File: src/rtl/rgb_led_pkg.sv
// Shared definitions for the multi-channel LED fade controller: default sizing,
// ramp direction encoding and the channel-select width helper.
package rgb_led_pkg;

    localparam int unsigned DefNCh     = 3;
    localparam int unsigned DefR       = 8;
    localparam int unsigned DefRampDiv = 1024;

    typedef enum logic [1:0] {
        RampIdle = 2'b00,
        RampUp   = 2'b01,
        RampDown = 2'b10
    } ramp_state_e;

    // clog2 that never returns 0, so a one-entry select still has a real bit.
    function automatic int unsigned sel_width(input int unsigned n);
        return (n <= 1) ? 1 : $clog2(n);
    endfunction

endpackage

File: src/rtl/pwm_channel.sv
// One LED channel: target/current/shadow duty registers, linear ramp stepping
// and the registered PWM comparator.
module pwm_channel
    import rgb_led_pkg::*;
#(
    parameter int unsigned R = DefR
) (
    input  logic         clk,
    input  logic         reset,
    input  logic         load,
    input  logic         fade_en,
    input  logic [R:0]   intensity,
    input  logic [R:0]   cnt,
    input  logic         tick,
    input  logic         wrap,
    output logic         pwm,
    output logic         mismatch
);

    logic [R:0]  target;
    logic [R:0]  current;
    logic [R:0]  shadow;
    logic [R:0]  current_next;
    ramp_state_e state;

    always_comb begin
        state = RampIdle;
        if (current < target) begin
            state = RampUp;
        end else if (current > target) begin
            state = RampDown;
        end
    end

    // A jump load overrides any ramp step; a fade load leaves this cycle's step
    // governed by the old target.
    always_comb begin
        current_next = current;
        if (load && !fade_en) begin
            current_next = intensity;
        end else if (tick) begin
            case (state)
                RampUp:   current_next = current + 1'b1;
                RampDown: current_next = current - 1'b1;
                default:  current_next = current;
            endcase
        end
    end

    assign mismatch = (current != target);

    always_ff @(posedge clk or negedge reset) begin
        if (!reset) begin
            target  <= '0;
            current <= '0;
            shadow  <= '0;
            pwm     <= 1'b0;
        end else begin
            if (load) begin
                target <= intensity;
            end
            current <= current_next;
            // Duty only changes at the period boundary so the output never glitches.
            if (wrap) begin
                shadow <= current;
            end
            pwm <= (cnt < shadow);
        end
    end

endmodule

File: src/rtl/rgb_fade_controller.sv
// Multi-channel LED intensity controller: shared PWM counter and ramp
// prescaler, load decode, per-channel fade engines and a registered busy flag.
module rgb_fade_controller
    import rgb_led_pkg::*;
#(
    parameter int unsigned N_CH     = DefNCh,
    parameter int unsigned R        = DefR,
    parameter int unsigned RAMP_DIV = DefRampDiv,
    localparam int unsigned CSW     = sel_width(N_CH)
) (
    input  logic            clk,
    input  logic            reset,
    input  logic            load,
    input  logic [CSW-1:0]  ch_sel,
    input  logic [R:0]      intensity,
    input  logic            fade_en,
    output logic            busy,
    output logic [N_CH-1:0] pwm_out
);

    localparam int unsigned PW = sel_width(RAMP_DIV);
    localparam logic [PW-1:0] PreMax = PW'(RAMP_DIV - 1);

    logic [R:0]      cnt;
    logic [PW-1:0]   pre;
    logic            tick;
    logic            wrap;
    logic            load_ok;
    logic [N_CH-1:0] ch_load;
    logic [N_CH-1:0] mismatch;

    assign tick    = (pre == PreMax);
    assign wrap    = &cnt;
    assign load_ok = load && (32'(ch_sel) < N_CH);

    always_ff @(posedge clk or negedge reset) begin
        if (!reset) begin
            cnt  <= '0;
            pre  <= '0;
            busy <= 1'b0;
        end else begin
            cnt  <= cnt + 1'b1;
            pre  <= tick ? '0 : pre + 1'b1;
            busy <= |mismatch;
        end
    end

    for (genvar i = 0; i < N_CH; i++) begin : g_ch
        assign ch_load[i] = load_ok && (32'(ch_sel) == i);

        pwm_channel #(
            .R (R)
        ) u_chan (
            .clk       (clk),
            .reset     (reset),
            .load      (ch_load[i]),
            .fade_en   (fade_en),
            .intensity (intensity),
            .cnt       (cnt),
            .tick      (tick),
            .wrap      (wrap),
            .pwm       (pwm_out[i]),
            .mismatch  (mismatch[i])
        );
    end

endmodule

File: config.mk
export PLATFORM = sky130hd
export DESIGN_NAME = rgb_fade_controller
export DESIGN_NICKNAME = d
export VERILOG_FILES = /design/src/rtl/rgb_led_pkg.sv /design/src/rtl/pwm_channel.sv /design/src/rtl/rgb_fade_controller.sv
export SDC_FILE = /design/constraint.sdc
export NUM_CORES = 1
export LEC_CHECK = 0
export ABC_AREA = 1
export CAP_MARGIN = 15
export CORE_MARGIN = 2
export CORE_UTILIZATION = 45
export CTS_CLUSTER_DIAMETER = 40
export DETAILED_ROUTE_END_ITERATION = 6
export PLACE_DENSITY_LB_ADDON = 0.2
export SETUP_SLACK_MARGIN = 0.1
export SYNTH_ARGS = -nofsm -noshare
export SYNTH_HDL_FRONTEND = slang
export SYNTH_HIERARCHICAL = 1
export SYNTH_SLANG_ARGS = --single-unit
File: constraint.sdc
create_clock -name clk -period 2.3 [get_ports clk]
set_input_delay 0.23 -clock clk [delete_from_list [all_inputs] [get_ports clk]]
set_output_delay 0.23 -clock clk [all_outputs]
set_load 0.005 [all_outputs]
==> out/metrics.cfg <==
[synthesis]
synth_nets = 942
synth_area_leader_cell = dfrtp_1
synth_top_area_share_pct = 38.6
synthTopCellsByArea = dfrtp_1 (39%), ha_1 (14%), nand2_1 (13%), inv_1 (6.5%), o21ai_0 (6.1%)
synthCells = 849
yosysUniqueCellTypes = 38
ys.warnings.count = 6
synth-seq-area-share_pct = 38.6
ys_ff_latch = 104
netlist_area_um2 = 6750
avgSynthCellArea_um2 = 7.95

[sta]
finClkSkew_ns = 0.00806
fmax_mhz = 408
period_needed_ns = 2.45
finalMaxSlewViolations = 0
hold_viol_final = 0
tightestPinTransition_ns = 0.586
timing.final.crit_share_pct = 107
setup_viol = 19
setup_ws_ns = -0.150
timing.hold.ws_ns = 0.360
slew_headroom_pct = 60.8
finalSetupTns_ns = -1.86
rsz0062_at_grt = true

[route]
drt_iter0_markers = 440
detail_route.wl_per_cell_um = 15.4
drt_pass1_iterations = 5
vias = 5892
vias_per_cell = 5.08
wl_um = 17800
antenna_left = 0
drcViolationCount = 0

[power_and_ir_drop]
power_density_nw_per_um2 = 1480
ir_drop_mv = 0.647
p_leak_nw = 4.37

[clock_tree]
cts_num_sinks = 104
clock_path_buffers = 2
cts_buffers = 9
clock_latency_ns = 0.35
cts-root-buf = clkbuf_16
path_clk_slew_ns = 0.07
htree_levels = 3
cts_tree = built

[finish]
layout-drive-gt1-share_pct = 32.8
area_growth_pct = 36.6
layout_common_cells = nand2_1 (208), dfrtp_1 (104), buf_4 (99), inv_1 (86), o21ai_0 (64)
stdcell_area_um2 = 9220
fin_nets = 1066
antenna_cells = 0
final_common_cell = nand2_1

[die]
initial_core_util_pct = 46.3
die_w_um = 126
io_pins = 19
die_y_um = 126
num_rows = 44
coreArea_um2 = 14600
die_area_um2 = 16000

[global_routing]
grt_pass1_wl_um = 29200
grt-ovfl-total = 0
grt_pass1_vias = 5660
antenna_found_initial = 0
grt_max_degree = 55
grt.total_usage_pct = 23.0

[status]
status = complete, but fails checks
violations = setup timing

[critical_path]
crit_chain = inv_1 -> ha_4 -> nand2_2 -> nor2_4 -> nand3b_1 -> nand3_2 -> nand2_4 -> clkinvlp_4 -> buf_12 -> ha_4 -> a21oi_4 -> nand2_2 -> buf_6 -> xnor2_2 -> o21ai_1 -> nand2_1 -> nand2_1
worstSetupEndpointType = register
crit_fanout = 7
criticalPathCategory = reg -> reg
cp_slowest_cell = dfrtp_1
cp.arrival_ns = 2.73
critPathRequiredTime_ns = 2.58
critPathLaunchType = register
critPathMaxStageDelay_ns = 0.36

[place]
io_buffers = 18
dpl-instance-area_um2 = 8070
hpwl_um = 12300
place.gp.congestion = 0.807

[flow_run]
drv_cap = 0

[worst_hold_path]
min_path_type = in -> async

==> logic make-up after synthesis <==
| group | share of synthesized area (%) |
|---|---|
| buffers and inverters | 8.16 |
| DFF | 38.6 |
| xor gates and xnor gates | 2.34 |
| and+or+nand+nor | 23.6 |
| AOI/OAI and AO/OA | 12.6 |
| adders and majority gates | 14.8 |
==> flip-flops by register name (all words and copies together) (netlist names) <==
signal               flops
g_ch.u_chan/current     27
pre                     10
busy                     1
g_ch.u_chan/shadow      27
g_ch.u_chan/pwm          3
g_ch.u_chan/target      27
cnt                      9
==> worst paths after layout <==
path	start	to	cells past startpoint	slack, ns
hold reg to reg	g_ch[0].u_chan/target[0]	g_ch[0].u_chan/target[0]	2	0.50
hold / removal	reset	g_ch[1].u_chan/target[6]	2	0.36
setup reg to reg	g_ch[1].u_chan/target[5]	g_ch[1].u_chan/current[3]	17	-0.15
setup / recovery	g_ch[1].u_chan/target[5]	g_ch[1].u_chan/current[3]	17	-0.15
max in group asynchronous	reset	g_ch[2].u_chan/shadow[0]	3	1.25
min in group clk	g_ch[0].u_chan/target[0]	g_ch[0].u_chan/target[0]	2	0.50
==> cells in the mapped netlist <==
library cell  count
inv_2             5
fa_1              3
o211ai_1          3
nor2_4            3
o21bai_1          2
or2_4             1
nand2_2           9
nand2_4           2
nor2_2           11
a31oi_1           4
nand3_2           8
nand4_1          11
dfrtp_1         104
a21oi_1          40
clkbuf_1         11
a21o_1            9
nor3_1            2
nor2_1           28
o21ai_1           4
buf_6             2
nand3_1          32
o21ai_2           2
inv_6             1
or3_1             1
or2_2             5
o21ai_0          82
nor3_2            2
xnor2_1           8
and3_1            1
buf_2             4
nand2_1         235
ha_1             75
nand3b_1          4
a22oi_1           2
o31ai_1           3
xor2_1           10
o41a_1            3
inv_1           117
==> where the power goes <==
group	internal [mW]	leakage [nW]	switching (mW)
Clock	0.980	0.155	0.693
Sequential	2.13	1.34	0.263
Combinational	4.87	2.87	4.74
==> area by class of cell <==
class	instances	area, um^2
inverter	123	488
timing repair buffer	130	1100
clock buffer	10	239
tap	184	230
fill	1194	5370
clock inverter	4	77.6
sequential	104	2600
multi-input combinational	605	4490
==> layer usage <==
metal,GRT usage [%],up-vias,part of all wire (%)
met4,5.62,0,1.2
met1,34.6,2753,49
met5,0,-,0
met2,34.4,112,45
met3,4.22,16,4.2
li1,-,3011,-
==> per-stage QoR <==
step	worst slack, ns	cells	util [%]	total power, mW
after global placement	-0.222	1124	55.3	9.39
after global routing	-0.360	1160	63.2	14.7
final	-0.150	1160	63.2	13.7
after CTS	-0.168	1151	60.5	12.5
after detailed placement	-0.298	1124	55.3	9.45
after floorplan	-0.169	849	-	6.99
==> critical path, delay by kind of cell, from the launching register on <==
kind | cells | cell delay [ns]
simple gates | 8 | 0.68
buf+inv | 4 | 0.50
fa+ha+maj | 2 | 0.47
flops | 1 | 0.36
compound gates | 2 | 0.26
xor+xnor | 1 | 0.11
==> what timing repair did <==
| item | CTS | global route |
|---|---|---|
| endpoints found under the setup margin | 21 | 26 |
| endpoints found under the hold margin | 33 | 0 |
| hold buffers | 1 | 0 |
| pin swaps | 62 | 50 |
| setup buffers | 15 | 11 |
| resized for setup | 80 | 70 |
Note: power is estimated with default switching activity, not from simulation.
